[src/rtl/dram_burst_arbiter.sv]
// Round-robin burst arbiter in front of a single-port, byte-addressed DRAM
// with a 1-cycle registered read. One requester owns the DRAM per burst; beats
// step the word address by 4 and wrap modulo 2^ADDR_WIDTH.
module dram_burst_arbiter #(
  parameter int NUM_REQ    = 2,
  parameter int ADDR_WIDTH = 20,
  parameter int DATA_WIDTH = 32,
  parameter int LEN_WIDTH  = 8
) (
  input  logic                             clk,
  input  logic                             rst,
  input  logic [NUM_REQ-1:0]               cmd_valid,
  output logic [NUM_REQ-1:0]               cmd_ready,
  input  logic [NUM_REQ-1:0]               cmd_we,
  input  logic [NUM_REQ*ADDR_WIDTH-1:0]    cmd_addr,
  input  logic [NUM_REQ*LEN_WIDTH-1:0]     cmd_len,
  input  logic [NUM_REQ*DATA_WIDTH-1:0]    wr_data,
  input  logic [NUM_REQ-1:0]               wr_valid,
  output logic [NUM_REQ-1:0]               wr_ready,
  output logic [DATA_WIDTH-1:0]            rd_data,
  output logic [NUM_REQ-1:0]               rd_valid,
  output logic [NUM_REQ-1:0]               done,
  output logic                             dram_we,
  output logic [ADDR_WIDTH-1:0]            dram_addr,
  output logic [DATA_WIDTH-1:0]            dram_din,
  input  logic [DATA_WIDTH-1:0]            dram_dout
);

  localparam int ID_W = (NUM_REQ > 1) ? $clog2(NUM_REQ) : 1;

  typedef enum logic [1:0] {IDLE, WRITE, READ, FINISH} state_t;

  state_t                state_reg, state_next;
  logic [ID_W-1:0]       rr_reg, rr_next;
  logic [ID_W-1:0]       id_reg, id_next;
  logic [ADDR_WIDTH-1:0] addr_reg, addr_next;
  logic [LEN_WIDTH-1:0]  rem_reg, rem_next;
  logic                  rdv_reg, rdv_next;

  logic                  found;
  logic                  accept;
  logic [ID_W-1:0]       win;
  logic [ID_W-1:0]       cand;
  logic                  beat_we;
  logic [ADDR_WIDTH-1:0] beat_addr;
  logic [DATA_WIDTH-1:0] beat_din;

  // Requester index base+ofs, wrapped into 0..NUM_REQ-1 (ofs is 1..NUM_REQ).
  function automatic logic [ID_W-1:0] wrap_id(input logic [ID_W-1:0] base, input int ofs);
    int s;
    s = int'(base) + ofs;
    if (s >= NUM_REQ) s = s - NUM_REQ;
    return ID_W'(s);
  endfunction

  // Arbitration search, burst sequencing and DRAM beat generation.
  always_comb begin
    state_next = state_reg;
    rr_next    = rr_reg;
    id_next    = id_reg;
    addr_next  = addr_reg;
    rem_next   = rem_reg;
    rdv_next   = 1'b0;
    found      = 1'b0;
    accept     = 1'b0;
    win        = '0;
    cand       = '0;
    beat_we    = 1'b0;
    beat_addr  = '0;
    beat_din   = '0;

    // First asserted request after the last winner gets the grant.
    for (int k = 1; k <= NUM_REQ; k++) begin
      cand = wrap_id(rr_reg, k);
      if (!found && cmd_valid[cand]) begin
        found = 1'b1;
        win   = cand;
      end
    end

    case (state_reg)
      IDLE: begin
        if (found) begin
          accept     = 1'b1;
          id_next    = win;
          rr_next    = win;
          addr_next  = {cmd_addr[int'(win)*ADDR_WIDTH + 2 +: ADDR_WIDTH-2], 2'b00};
          rem_next   = cmd_len[int'(win)*LEN_WIDTH +: LEN_WIDTH];
          state_next = cmd_we[win] ? WRITE : READ;
        end
      end
      WRITE: begin
        // Owner paces the burst; a low wr_valid simply stalls.
        if (wr_valid[id_reg]) begin
          beat_we   = 1'b1;
          beat_addr = addr_reg;
          beat_din  = wr_data[int'(id_reg)*DATA_WIDTH +: DATA_WIDTH];
          addr_next = addr_reg + ADDR_WIDTH'(4);
          if (rem_reg == '0) state_next = FINISH;
          else               rem_next   = rem_reg - LEN_WIDTH'(1);
        end
      end
      READ: begin
        // One read per cycle; the owner has no way to push back.
        beat_addr = addr_reg;
        addr_next = addr_reg + ADDR_WIDTH'(4);
        rdv_next  = 1'b1;
        if (rem_reg == '0) state_next = FINISH;
        else               rem_next   = rem_reg - LEN_WIDTH'(1);
      end
      FINISH: begin
        state_next = IDLE;
      end
      default: begin
        state_next = IDLE;
      end
    endcase
  end

  // State and burst bookkeeping registers; reset aborts any burst in flight.
  always_ff @(posedge clk) begin
    if (rst) begin
      state_reg <= IDLE;
      rr_reg    <= ID_W'(NUM_REQ-1);
      id_reg    <= '0;
      addr_reg  <= '0;
      rem_reg   <= '0;
      rdv_reg   <= 1'b0;
    end else begin
      state_reg <= state_next;
      rr_reg    <= rr_next;
      id_reg    <= id_next;
      addr_reg  <= addr_next;
      rem_reg   <= rem_next;
      rdv_reg   <= rdv_next;
    end
  end

  // Per-requester handshake decode, all forced low while rst is held.
  genvar gi;
  generate
    for (gi = 0; gi < NUM_REQ; gi++) begin : g_req
      assign cmd_ready[gi] = ~rst & accept & (win == ID_W'(gi));
      assign wr_ready[gi]  = ~rst & (state_reg == WRITE) & (id_reg == ID_W'(gi));
      assign rd_valid[gi]  = ~rst & rdv_reg & (id_reg == ID_W'(gi));
      assign done[gi]      = ~rst & (state_reg == FINISH) & (id_reg == ID_W'(gi));
    end
  endgenerate

  assign dram_we   = ~rst & beat_we;
  assign dram_addr = rst ? '0 : beat_addr;
  assign dram_din  = rst ? '0 : beat_din;
  // The DRAM's registered output lines up with rd_valid one cycle after issue.
  assign rd_data   = dram_dout;

endmodule

[config.mk]
export PLATFORM = sky130hd
export DESIGN_NAME = dram_burst_arbiter
export DESIGN_NICKNAME = d
export VERILOG_FILES = /design/src/rtl/dram_burst_arbiter.sv
export SDC_FILE = /design/constraint.sdc
export NUM_CORES = 1
export LEC_CHECK = 0
export ABC_AREA = 0
export CORE_ASPECT_RATIO = 1.4
export CORE_MARGIN = 10
export CORE_UTILIZATION = 30
export DETAILED_ROUTE_END_ITERATION = 10
export PLACE_DENSITY = 0.72
export SETUP_SLACK_MARGIN = 0.15
export SYNTH_ARGS = -nofsm -noshare
export SYNTH_HDL_FRONTEND = slang
export SYNTH_SLANG_ARGS = --single-unit
[constraint.sdc]
create_clock -name clk -period 3.7 [get_ports clk]
set_clock_uncertainty 0.15 [all_clocks]
set_input_delay 0.37 -clock clk [delete_from_list [all_inputs] [get_ports clk]]
set_output_delay 0.37 -clock clk [all_outputs]
set_load 0.01 [all_outputs]
==> results.txt, run 1 <==
- The flow ran to the end, and the final reports show no timing, DRC or antenna violations.
- The startpoint identified for the worst register-to-register timing path is state_reg[1].
- The die covers 15700 um^2.
* Wire length of the first global-routing pass: 20.9 mm
* Transition time at the pin with the least slew margin: 1.01 ns
- The tree built by TritonCTS fans out to 31 sinks.
- Once the clock tree was built, the resizer swapped 0 gates to a different size.
- Clk root buf: clkbuf_16
- After clock tree synthesis, the setup repair step added 0 buffers.
- In this run the tightest slew margin relative to its limit is a little under a third.
* Tot Pwr: ~0.0024 W
- Multi-input logic area: 2260 um^2
* Arithmetic-cell share of the synthesized area counting full adders, half adders and majority gates: 2.65%
- The core region is 10800 um^2.
- Setup violations remaining at the end of the flow were counted as 0.
- The portion of synthesized area spent on multiplexers is 20.1%.
- The worst path in the final design needs a cycle of 2.99 ns, including I/O delays and setup.
* Clk buf depth: 2
- CP Data Required Time: between 3 and 4 ns
- The worst hold path belongs to the class reg -> reg.
- Share of async-settable or async-resettable flops after synthesis: 0%
- Of the available clock period, the critical path in the final layout requires 80.8%.
* Die extent in y: 144 um
* Area growth from synthesis to layout: 56.3%
* End point of the worst hold path: addr_reg[16]
* Fraction of post-synthesis cell area in the top cell type by area: 18.8%
- Summed over all layers, the routed wires come to roughly 14 mm.
- The critical path is of the reg -> out type.
- Setup repair after global routing left no endpoint under its margin.
* Warnings from Yosys: 0
- Synthesized flop and latch total: 31
* Number of buffers added by the clock tree synthesis step: 5
* Total of fill cells in the finished design: 1053
- Synthesis instantiated 53 different standard cells from the library.
- Nets: 738
- Among all cell types in the netlist, the one instantiated most often is mux2i_1.
- Of the total synthesized cell area, the portion taken by XOR and XNOR cells is 0%.
- Dominant combinational cell family by area after synthesis: simple AND/OR/NAND/NOR gates
- Dividing the detail-routed wire length by the instance count gives 19.8 um.
* Die boundary width: 109 um
- Number of synthesized flops with an enable pin: 0
- Top cell type by total area after synthesis: dfxtp_1
* Post-Synthesis Mean Instance Area: between 7 and 8 um^2
- Port buffering added 182 buffers.
* Maximum capacitance violations: 0
- Summed over all cells, the static leakage comes to 1.83 nW.
- Along the worst path, the maximum fanout reaches 14.
- 253 I/O pins were placed.
- Starting density of the core: 30.6%
- In the post-synthesis netlist, the biggest area contributors are dfxtp_1 (19%), mux2i_1 (14%), buf_4 (7.7%).
- Compound-Gate Fraction of Synth Area: about 20%
- Number of hold buffers added after CTS: 0
* Syn Std Cell Area: around 3300 um^2
- The commonest cells after synthesis are mux2i_1 (46), nor2_1 (38), buf_4 (34), dfxtp_1 (31), clkbuf_1 (23).
- CTS tree: done
* Maximum number of pins on one net before global-route repair: 50
- Pre-Repair DR Iteration Count: 4
* Floorplan row count: 45
- Number of cell instances on the worst register-to-register path: 7
- Htree depth: 2
- Number of DRC violations after detailed routing: 0
- The startpoint identified for the worst hold timing path is addr_reg[16].
- Placed Instances: approximately 700
- Area taken by flip-flops and latches: just over 600 um^2
- In the synthesized netlist the dominant register cell turns out to be dfxtp_1.
* Number of antenna violations at the first check in global routing: 8
- STA classifies the critical path startpoint as a flop.
- Number of standard cells in the final layout excluding fillers: 715
* Fraction of layout instances using a drive strength above 1: 7.89%
- Antenna Violating Nets Remaining: 0
- Simple-gate share of the synthesized area: 24.9%
* Post-synthesis sequential area ratio: between 10% and 20%
- Total number of vias: 3770
* Final-report hold violation count: 0
- Global-route total usage across every layer: approximately 17%
- Maximum clock frequency: 0.335 GHz
- Clock-pin slew was measured on the worst setup and hold paths at 0.05 ns.
- The setup check on the worst reg-to-reg path leaves a slack of 0.97 ns.
- Vias in the first global route: about 3800
* Final HPWL from detailed placement: 11.7 mm
- Post-synthesis cell count: between 400 and 500
* Category of the worst setup path capture point: primary output
- Via-per-instance ratio: between 5 and 6
- The register with the most flip-flops in the layout has 18 of them.
* Max Transition Viols Final: 0
- At the later pin of the worst-skew pair, clock insertion delay measures 0.27 ns.
- IR analysis of the VDD net gives a maximum drop of 0.000359 V.
* RR Endpoint: addr_reg[18]
- After routing, the total negative slack on setup checks comes to 0 ns.
* Core Util, Final: 47.8%
- For this run the aggregate overflow at the end of global routing stands at 0.
* CP arrival: 2.47 ns
* Starting DRC count in detailed routing: 198
- Number of instances on the worst hold path: 2
- In this run the power density over the cells is 463 nW/um^2.
- Final RePlAce weighted congestion: 0.868
## cell type report
| cell class | count | share of cell area (%) |
|---|---|---|
| Tap cell | 141 | 3.41 |
| Multi-Input combinational cell | 324 | 43.7 |
| Clock buffer | 6 | 2.49 |
| Inverter | 14 | 1.02 |
| Timing Repair Buffer | 195 | 37.2 |
| Sequential cell | 31 | 12.0 |
| Antenna cell | 4 | 0.194 |
## per-stage QoR
step | setup slack [ns] | area (um^2) | hold slack, ns
after floorplan | 1.50 | 3310 | 0.322
after global placement | 0.837 | 5030 | 0.348
after detailed placement | 0.821 | 5030 | 0.370
after CTS | 0.665 | 5160 | 0.382
after global routing | 0.566 | 5160 | 0.406
final | 0.711 | 5170 | 0.382
## critical path: stages (launching register included)
cell,delay (ns)
dfxtp_2,0.55
mux2_2,0.40
a21oi_1,0.18
buf_4,0.18
nor3_1,0.05
buf_4,0.19
and2_1,0.17
clkdlybuf4s50_1,0.49
## worst max-delay path by stage
stage                  from             to  slack [ns]  depth (start not counted)
2_1_floorplan  state_reg[0]     rem_reg[4]        1.50                          8
3_3_place_gp    wr_valid[1]  dram_addr[13]        0.84                          8
3_5_place_dp    wr_valid[1]  dram_addr[13]        0.82                          8
4_1_cts              id_reg  dram_addr[13]        0.66                          7
5_1_grt              id_reg   dram_addr[2]        0.57                          7
6_report             id_reg   dram_addr[4]        0.71                          7
## report_power, final
group	switching (W)	internal, W
combinational	0.000721	0.000654
sequential	0.000170	0.000470
clock	0.000136	0.000241
## cells by family after synthesis
| group | Yosys count |
|---|---|
| and+or+nand+nor | 157 |
| AOI/OAI and AO/OA | 94 |
| buffers and inverters | 82 |
| muxes | 64 |
| DFF | 31 |
| adders and majority gates | 7 |
| other | 1 |
## layer usage
layer | vias up | share of wire, % | global-route usage, %
li1 | 1833 | - | -
met2 | 164 | 49 | 29.6
met1 | 1719 | 36 | 17.7
met5 | - | 0.39 | 0
met3 | 46 | 11 | 7.17
met4 | 8 | 3.5 | 7.10
## layout by cell type, fill, tap and decap left out, drive strengths merged, types with 11 or more instances in the layout
cell type,netlist,final
inv,14,14
nand2,22,22
clkdlybuf4s50,0,182
nor2,38,38
dfxtp,31,31
buf,45,13
mux2i,46,46
a21oi,21,21
nand2b,11,11
and2,20,20
o21ai,15,15
nor4,14,14
mux2,18,18
nand3,17,17
Note: power is estimated with default switching activity, not from simulation.
==> run 2: changes to the inputs <==
PLACE_DENSITY = 0.75   (was 0.72)
clock period = 2.6 ns   (was 3.7 ns; I/O delays follow)
==> results.txt, run 2 (synthesized netlist as in run 1, its figures left out) <==
* Status: completed
* Via-per-instance ratio: 5.37 (+1.8%)
- The clock buffer count from CTS was 5 (unchanged).
- Final TNS setup: 0 ns (unchanged)
* Aggregate routed wire length: 14.3 mm (+0.70%)
* Fin crit period: about 2.4 ns
- The overall die height is 144 um (unchanged).
- The setup path with the least slack is of type reg -> reg.
- Startpoint of the lowest-slack hold path: dram_dout[25]
- IO Pins: 253 (unchanged)
* Launching element type of the critical path: flop
- The worst register-to-register path begins at state_reg[1].
- From synthesis to final layout, the design area changed by 63.7%.
- The floorplan core area is 10800 um^2 (unchanged).
* Placed inst area: 5140 um^2 (+2.3%)
- Largest stage delay on the critical path: 0.48 ns (-0.07 ns)
- The count of max-cap constraint violations came to 0 (unchanged).
- The largest voltage drop on the vdd net is 0.000443 V (+23%).
* Number of buffers and inverters on the critical path: 2 (-1)
- Flip-flop count of the largest register after layout: 18 (unchanged)
- Worst min path class: in -> out
- The largest individual stage delay along the critical path comes from the cell or3b_2.
* Global-route total usage across every layer: 16.9% (-0.19 points)
- Latest clock arrival within the worst-skew pair: 0.28 ns (about the same)
- Number of hold buffers added after CTS: 0 (unchanged)
* Final worst hold slack: 0.370 ns (-0.0117 ns)
* Clock sinks: 31 (unchanged)
- The total of buffers placed on input and output ports came to 182 (unchanged).
* RSZ-0062 raised after global routing: true
- The number of standard-cell rows in the floorplan was 45 (unchanged).
- The initial standard-cell utilization of the core was 30.6% (unchanged).
- The required time at the worst-slack endpoint came to 2.67 ns (-0.51 ns).
- Leading cell types in the layout, fill and taps excluded: clkdlybuf4s50_1 (151), mux2i_1 (46), nor2_1 (38), dfxtp_1 (28), buf_4 (27)
- The slack of the worst reg-to-reg path was 0.18 ns (-0.79 ns).
- Pre-Repair DR Iteration Count: 6 (+2)
- Antenna Violating Nets Remaining: 0 (unchanged)
* Series of cell instances along the critical path: inv_1, ha_4, buf_4, or3b_2, a2111oi_1, a32oi_1, nand3_1
- The first-pass GRT wire length is 21.1 mm (+0.96%).
- Die boundary width: 109 um (unchanged)
- The largest fanout on the critical path is 24 (+10).
- Cell area after layout: 5410 um^2 (+4.7%)
- Category of the worst setup path capture point: flop
- Tracing the worst setup path back leads to its startpoint at state_reg[1].
- CTS tree: done
- Transition time at the pin with the least slew margin: 0.621 ns (-0.391 ns)
* Core Util, Final: 50.0% (+2.3 points)
* Htree depth: 2 (unchanged)
- The worst-case headroom to the max-slew limit was 57.4% (+26 points).
* Clk root buf: clkbuf_16
* Vias in the first global route: 3944 (+4.9%)
- Number of antenna violations at the first check in global routing: 2 (-6)
- The total power after layout was 0.00366 W (+53%).
* Number of DRC violations after detailed routing: 0 (unchanged)
- Ratio of final minimum period to clock period: 93.2%
- The final number of hold-violating endpoints is 0 (unchanged).
- Leaving out fill and tap cells, the most frequent cell in the layout is clkdlybuf4s50_1.
- The overflow left after global routing was 0 (unchanged).
- The area of the die came to 15700 um^2 (unchanged).
- Number of failing setup endpoints in the final timing report: 0 (unchanged)
* Maximum number of pins on one net before global-route repair: 35 (-30%)
- The max-slew violation total from the final report is 0 (unchanged).
- Starting DRC count in detailed routing: 156 (-21%)
* Final RePlAce weighted congestion: 0.867 (about the same)
- On the critical path the largest part of the delay comes from compound AO/OA/AOI/OAI gates.
- Nets: 756 (+2.4%)
* Leakage power of the design: 2.28 nW (+25%)
- Maximum clock frequency: 0.413 GHz
* Average wire per cell in the routed design: 19.6 um (-1.4%)
- The detailed placement HPWL was 11.5 mm (-1.5%).
- Total number of vias: 3917 (+3.9%)
* Total power density per cell area: 676 nW/um^2 (+46%)
* CP arrival: 2.49 ns (+0.02 ns)
- The maximum number of buffers from clock root to sink came to 2 (unchanged).
- The clock transition time at the flip-flop clock pins of the worst setup and hold paths was 0.05 ns (about the same).
* Fraction of layout instances using a drive strength above 1: 12.8% (+4.9 points)
run 2: worst reg2reg max path: cells and delay by family, from the launching register on:
| kind | cells | cell delay (ns) |
|---|---|---|
| buffers and inverters | 2 | 0.35 |
| AND/OR/NAND/NOR | 2 | 0.58 |
| adder cells (fa/ha/maj) | 1 | 0.29 |
| flip-flops | 1 | 0.34 |
| AO/OA/AOI/OAI | 2 | 0.64 |
run 2: through the flow:
step           cells  setup WS, ns
2_1_floorplan    437         0.404
3_3_place_gp     717        0.0672
3_5_place_dp     717       0.00125
4_1_cts          729        0.0236
5_1_grt          729      -0.00414
6_report         730         0.177
run 2: worst paths after layout:
path                                      to  cells after the start
worst max register to register  addr_reg[18]                      7
worst max-delay path            addr_reg[18]                      7
worst min register to register    rem_reg[7]                      2
worst min-delay path             rd_data[25]                      0
run 2: layer usage:
metal  GRT usage, %  part of all wire [%]  vias up
met4           8.42                   4.6        2
met3           4.63                   8.7       58
li1               -                     -     1859
met2           30.6                    51      183
met5              0                 0.049        -
met1           17.4                    36     1815
run 2: report_power, final:
part	switching [W]	internal, W	leakage (nW)	total [W]
logic	0.00114	0.00108	1.96	0.00222
registers	0.000233	0.000671	0.258	0.000904
clock network	0.000194	0.000343	0.0628	0.000537
run 2: cell type report:
class	count	area (um^2)
Fill cell	1015	5400
Inverter	14	56.3
Sequential cell	31	624
Antenna cell	1	2.50
Timing Repair Buffer	213	2100
Multi-Input combinational cell	324	2320
Tap cell	141	176
Clock buffer	6	129
run 2: repair_timing:
item / 4_1_cts / 5_1_grt
pin swaps: 2 / 1
gates cloned: 1 / 0
resized for setup: 34 / 18
endpoints found under the hold margin: 0 / 0
endpoints found under the setup margin: 20 / 37
setup buffers: 5 / 0
==> run 3: changes to the inputs <==
CORE_UTILIZATION = 31   (was 30)
PLACE_DENSITY = 0.77   (was 0.75)
==> results.txt, run 3 (synthesized netlist as in run 1, its figures left out) <==
- The floorplan core area is 10400 um^2 (-3.8%).
* Flip-flop count of the largest register after layout: 18 (unchanged)
- Setup repair after global routing could not meet its margin everywhere.
- In this run the worst setup path terminates at dram_addr[13].
* Area growth from synthesis to layout: 63.6% (about the same)
- The sum of negative setup slack came to 0 ns (unchanged).
- Die Outline Area: 15300 um^2 (-2.7%)
* CP Data Required Time: 2.19 ns (-0.48 ns)
- Leakage power of the design: 2.33 nW (+2.4%)
* Total of fill cells in the finished design: 987 (-2.8%)
- Maximum clock frequency: 0.415 GHz (+0.66%)
* Nets: 749 (-0.93%)
- Latest clock arrival within the worst-skew pair: 0.28 ns (about the same)
- Status: completed
- The pin count of the biggest net entering global routing came to 34 (-2.9%).
* Fin crit period: 2.41 ns (-0.0159 ns)
- The count of max-cap constraint violations came to 0 (unchanged).
* Average wire per cell in the routed design: 18.6 um (-4.7%)
- The total inserted antenna cells was 0 (-1).
- The filler-free cell count of the finished design was 721 (-1.2%).
* Global-route total usage across every layer: 16.2% (-0.68 points)
- Total number of vias: 3850 (-1.7%)
- The worst setup path is captured at a primary output.
- Fraction of layout instances using a drive strength above 1: 11.3% (-1.4 points)
* Placed Instances: 711 (-0.84%)
* Number of antenna violations at the first check in global routing: 0 (-2)
- The clock buffer count from CTS came to 5 (unchanged).
* Antenna Violating Nets Remaining: 0 (unchanged)
* Maximum fanout encountered on the critical timing path: 7 (-71%)
- Clk buf depth: 2 (unchanged)
* Die extent in y: 142 um (-1.4%)
- The largest voltage drop on the vdd net was 0.000390 V (-12%).
- The overall routed net length is 13.4 mm (-5.9%).
- Die boundary width: 107 um (-1.3%)
* Number of cell instances on the worst register-to-register path: 7 (unchanged)
- The initial standard-cell utilization of the core came to 31.8% (+1.2 points).
* Wire length of the first global-routing pass: 20.2 mm (-4.2%)
- The critical path is of the in -> out type.
- Number of hold buffers added after CTS: 0 (unchanged)
- Via-per-instance ratio: 5.34 (-0.48%)
- Clock tree synthesis selected as its root buffer the cell clkbuf_16.
- CTS tree: done
- The startpoint identified for the worst register-to-register timing path is state_reg[0].
- The library cell used most frequently in the layout, excluding fill and tap cells, is clkdlybuf4s50_1.
* RR Endpoint: addr_reg[19]
- Total congestion overflow after global routing: 0 (unchanged)
- Number of failing setup endpoints in the final timing report: 0 (unchanged)
* Number of DRC violations after detailed routing: 0 (unchanged)
- The tightest min-delay check is of the in -> out type.
- Launching element type of the critical path: input pin
- Clock sinks: 31 (unchanged)
* Final HPWL from detailed placement: 10.8 mm (-5.9%)
* CP arrival: 2.00 ns (-0.49 ns)
- The number of design-rule violations left by the first detailed-router iteration was 264 (+69%).
* Floorplan row count: 44 (-2.2%)
* Final-report hold violation count: 0 (unchanged)
* Port Buffers: 182 (unchanged)
- Vias in the first global route: 3874 (-1.8%)
* IO Pins: 253 (unchanged)
- Leading cell types in the layout, fill and taps excluded: clkdlybuf4s50_1 (153), mux2i_1 (46), nor2_1 (38), dfxtp_1 (28), nand2_1 (21)
* Transition time at the pin with the least slew margin: 0.533 ns (-0.0880 ns)
* Ratio of final minimum period to clock period: 92.6% (-0.61 points)
* Htree depth: 2 (unchanged)
- Final RePlAce weighted congestion: 0.865 (-0.24%)
- In this run the worst setup path begins at wr_valid[1].
- Pre-Repair DR Iteration Count: 8 (+2)
- Total power density per cell area: 667 nW/um^2 (-1.4%)
- Reg-to-reg setup timing slack: 0.30 ns (+0.12 ns)
- The max-slew violation total from the final report came to 0 (unchanged).
- The worst-case headroom to the max-slew limit was 64.2% (+6.7 points).
## run 3: cell types whose count changed in the layout (fill, tap and decap cells not counted), moves of 2 or more
cell / before / now
buf_12: 2 / 5
dlygate4sd2_1: 17 / 7
nor4_1: 12 / 14
buf_4: 27 / 15
dlymetal6s2s_1: 14 / 20
buf_6: 2 / 4
clkdlybuf4s15_1: 0 / 2
clkdlybuf4s50_1: 151 / 153
nor4_2: 2 / 0
## run 3: worst min-delay path by stage
stage | from | endpoint | slack, ns | cells after the start
final | dram_dout[0] | rd_data[0] | 0.37 | 0
after global routing | dram_dout[1] | rd_data[1] | 0.37 | 0
after CTS | dram_dout[23] | rd_data[23] | 0.37 | 0
after global placement | rem_reg[7] | rem_reg[7] | 0.34 | 2
after floorplan | cmd_valid[1] | rr_reg | 0.30 | 2
after detailed placement | rem_reg[5] | rem_reg[5] | 0.37 | 1
## run 3: what timing repair did
action                                  CTS  global route
gates resized for setup                  19            32
buffers inserted                          0             1
cloned                                    1             0
endpoints found under the setup margin   31            46
pin swaps                                 1             0
## run 3: through the flow
step                      hold slack, ns  util (%)  cell area (um^2)  setup slack, ns  total power [W]
after global placement             0.340      49.5              5150           0.0859          0.00290
final                              0.370      52.0              5410            0.193          0.00360
after detailed placement           0.366      49.5              5150           0.0564          0.00297
after global routing               0.370      52.0              5410            0.148          0.00387
after floorplan                    0.299         -              3310            0.404          0.00225
after CTS                          0.370      51.1              5310          0.00229          0.00357
## run 3: area by class of cell
class,count,area [um^2],share of cell area (%)
Inverter,14,52.6,0.972
Clock inverter,1,5.00,0.0926
Multi-Input combinational cell,324,2300,42.5
Sequential cell,31,624,11.5
Timing Repair Buffer,206,2120,39.2
Clock buffer,7,133,2.45
Tap cell,138,173,3.19
## run 3: layer usage
metal / share of wire [%] / track usage [%] / wire (um) / vias up
li1: - / - / - / 1848
met4: 3.3 / 6.86 / 443 / 0
met2: 51 / 30.6 / 6920 / 183
met5: 0 / 0 / 0 / -
met3: 7.7 / 3.45 / 1040 / 45
met1: 37 / 16.7 / 5040 / 1774
## run 3: power breakdown
group          total, W  internal [W]  switching (W)
Clock          0.000566      0.000354       0.000213
Combinational   0.00214       0.00104        0.00110
Sequential     0.000899      0.000670       0.000229
Total           0.00360       0.00206        0.00155
## run 3: worst max-delay path: stages
cell and delay [ns]:
clkdlybuf4s50_1 0.43, mux2_2 0.32, a21oi_4 0.20, nor3_4 0.07, buf_4 0.15, buf_6 0.13
and2_1 0.15, dlygate4sd2_1 0.28
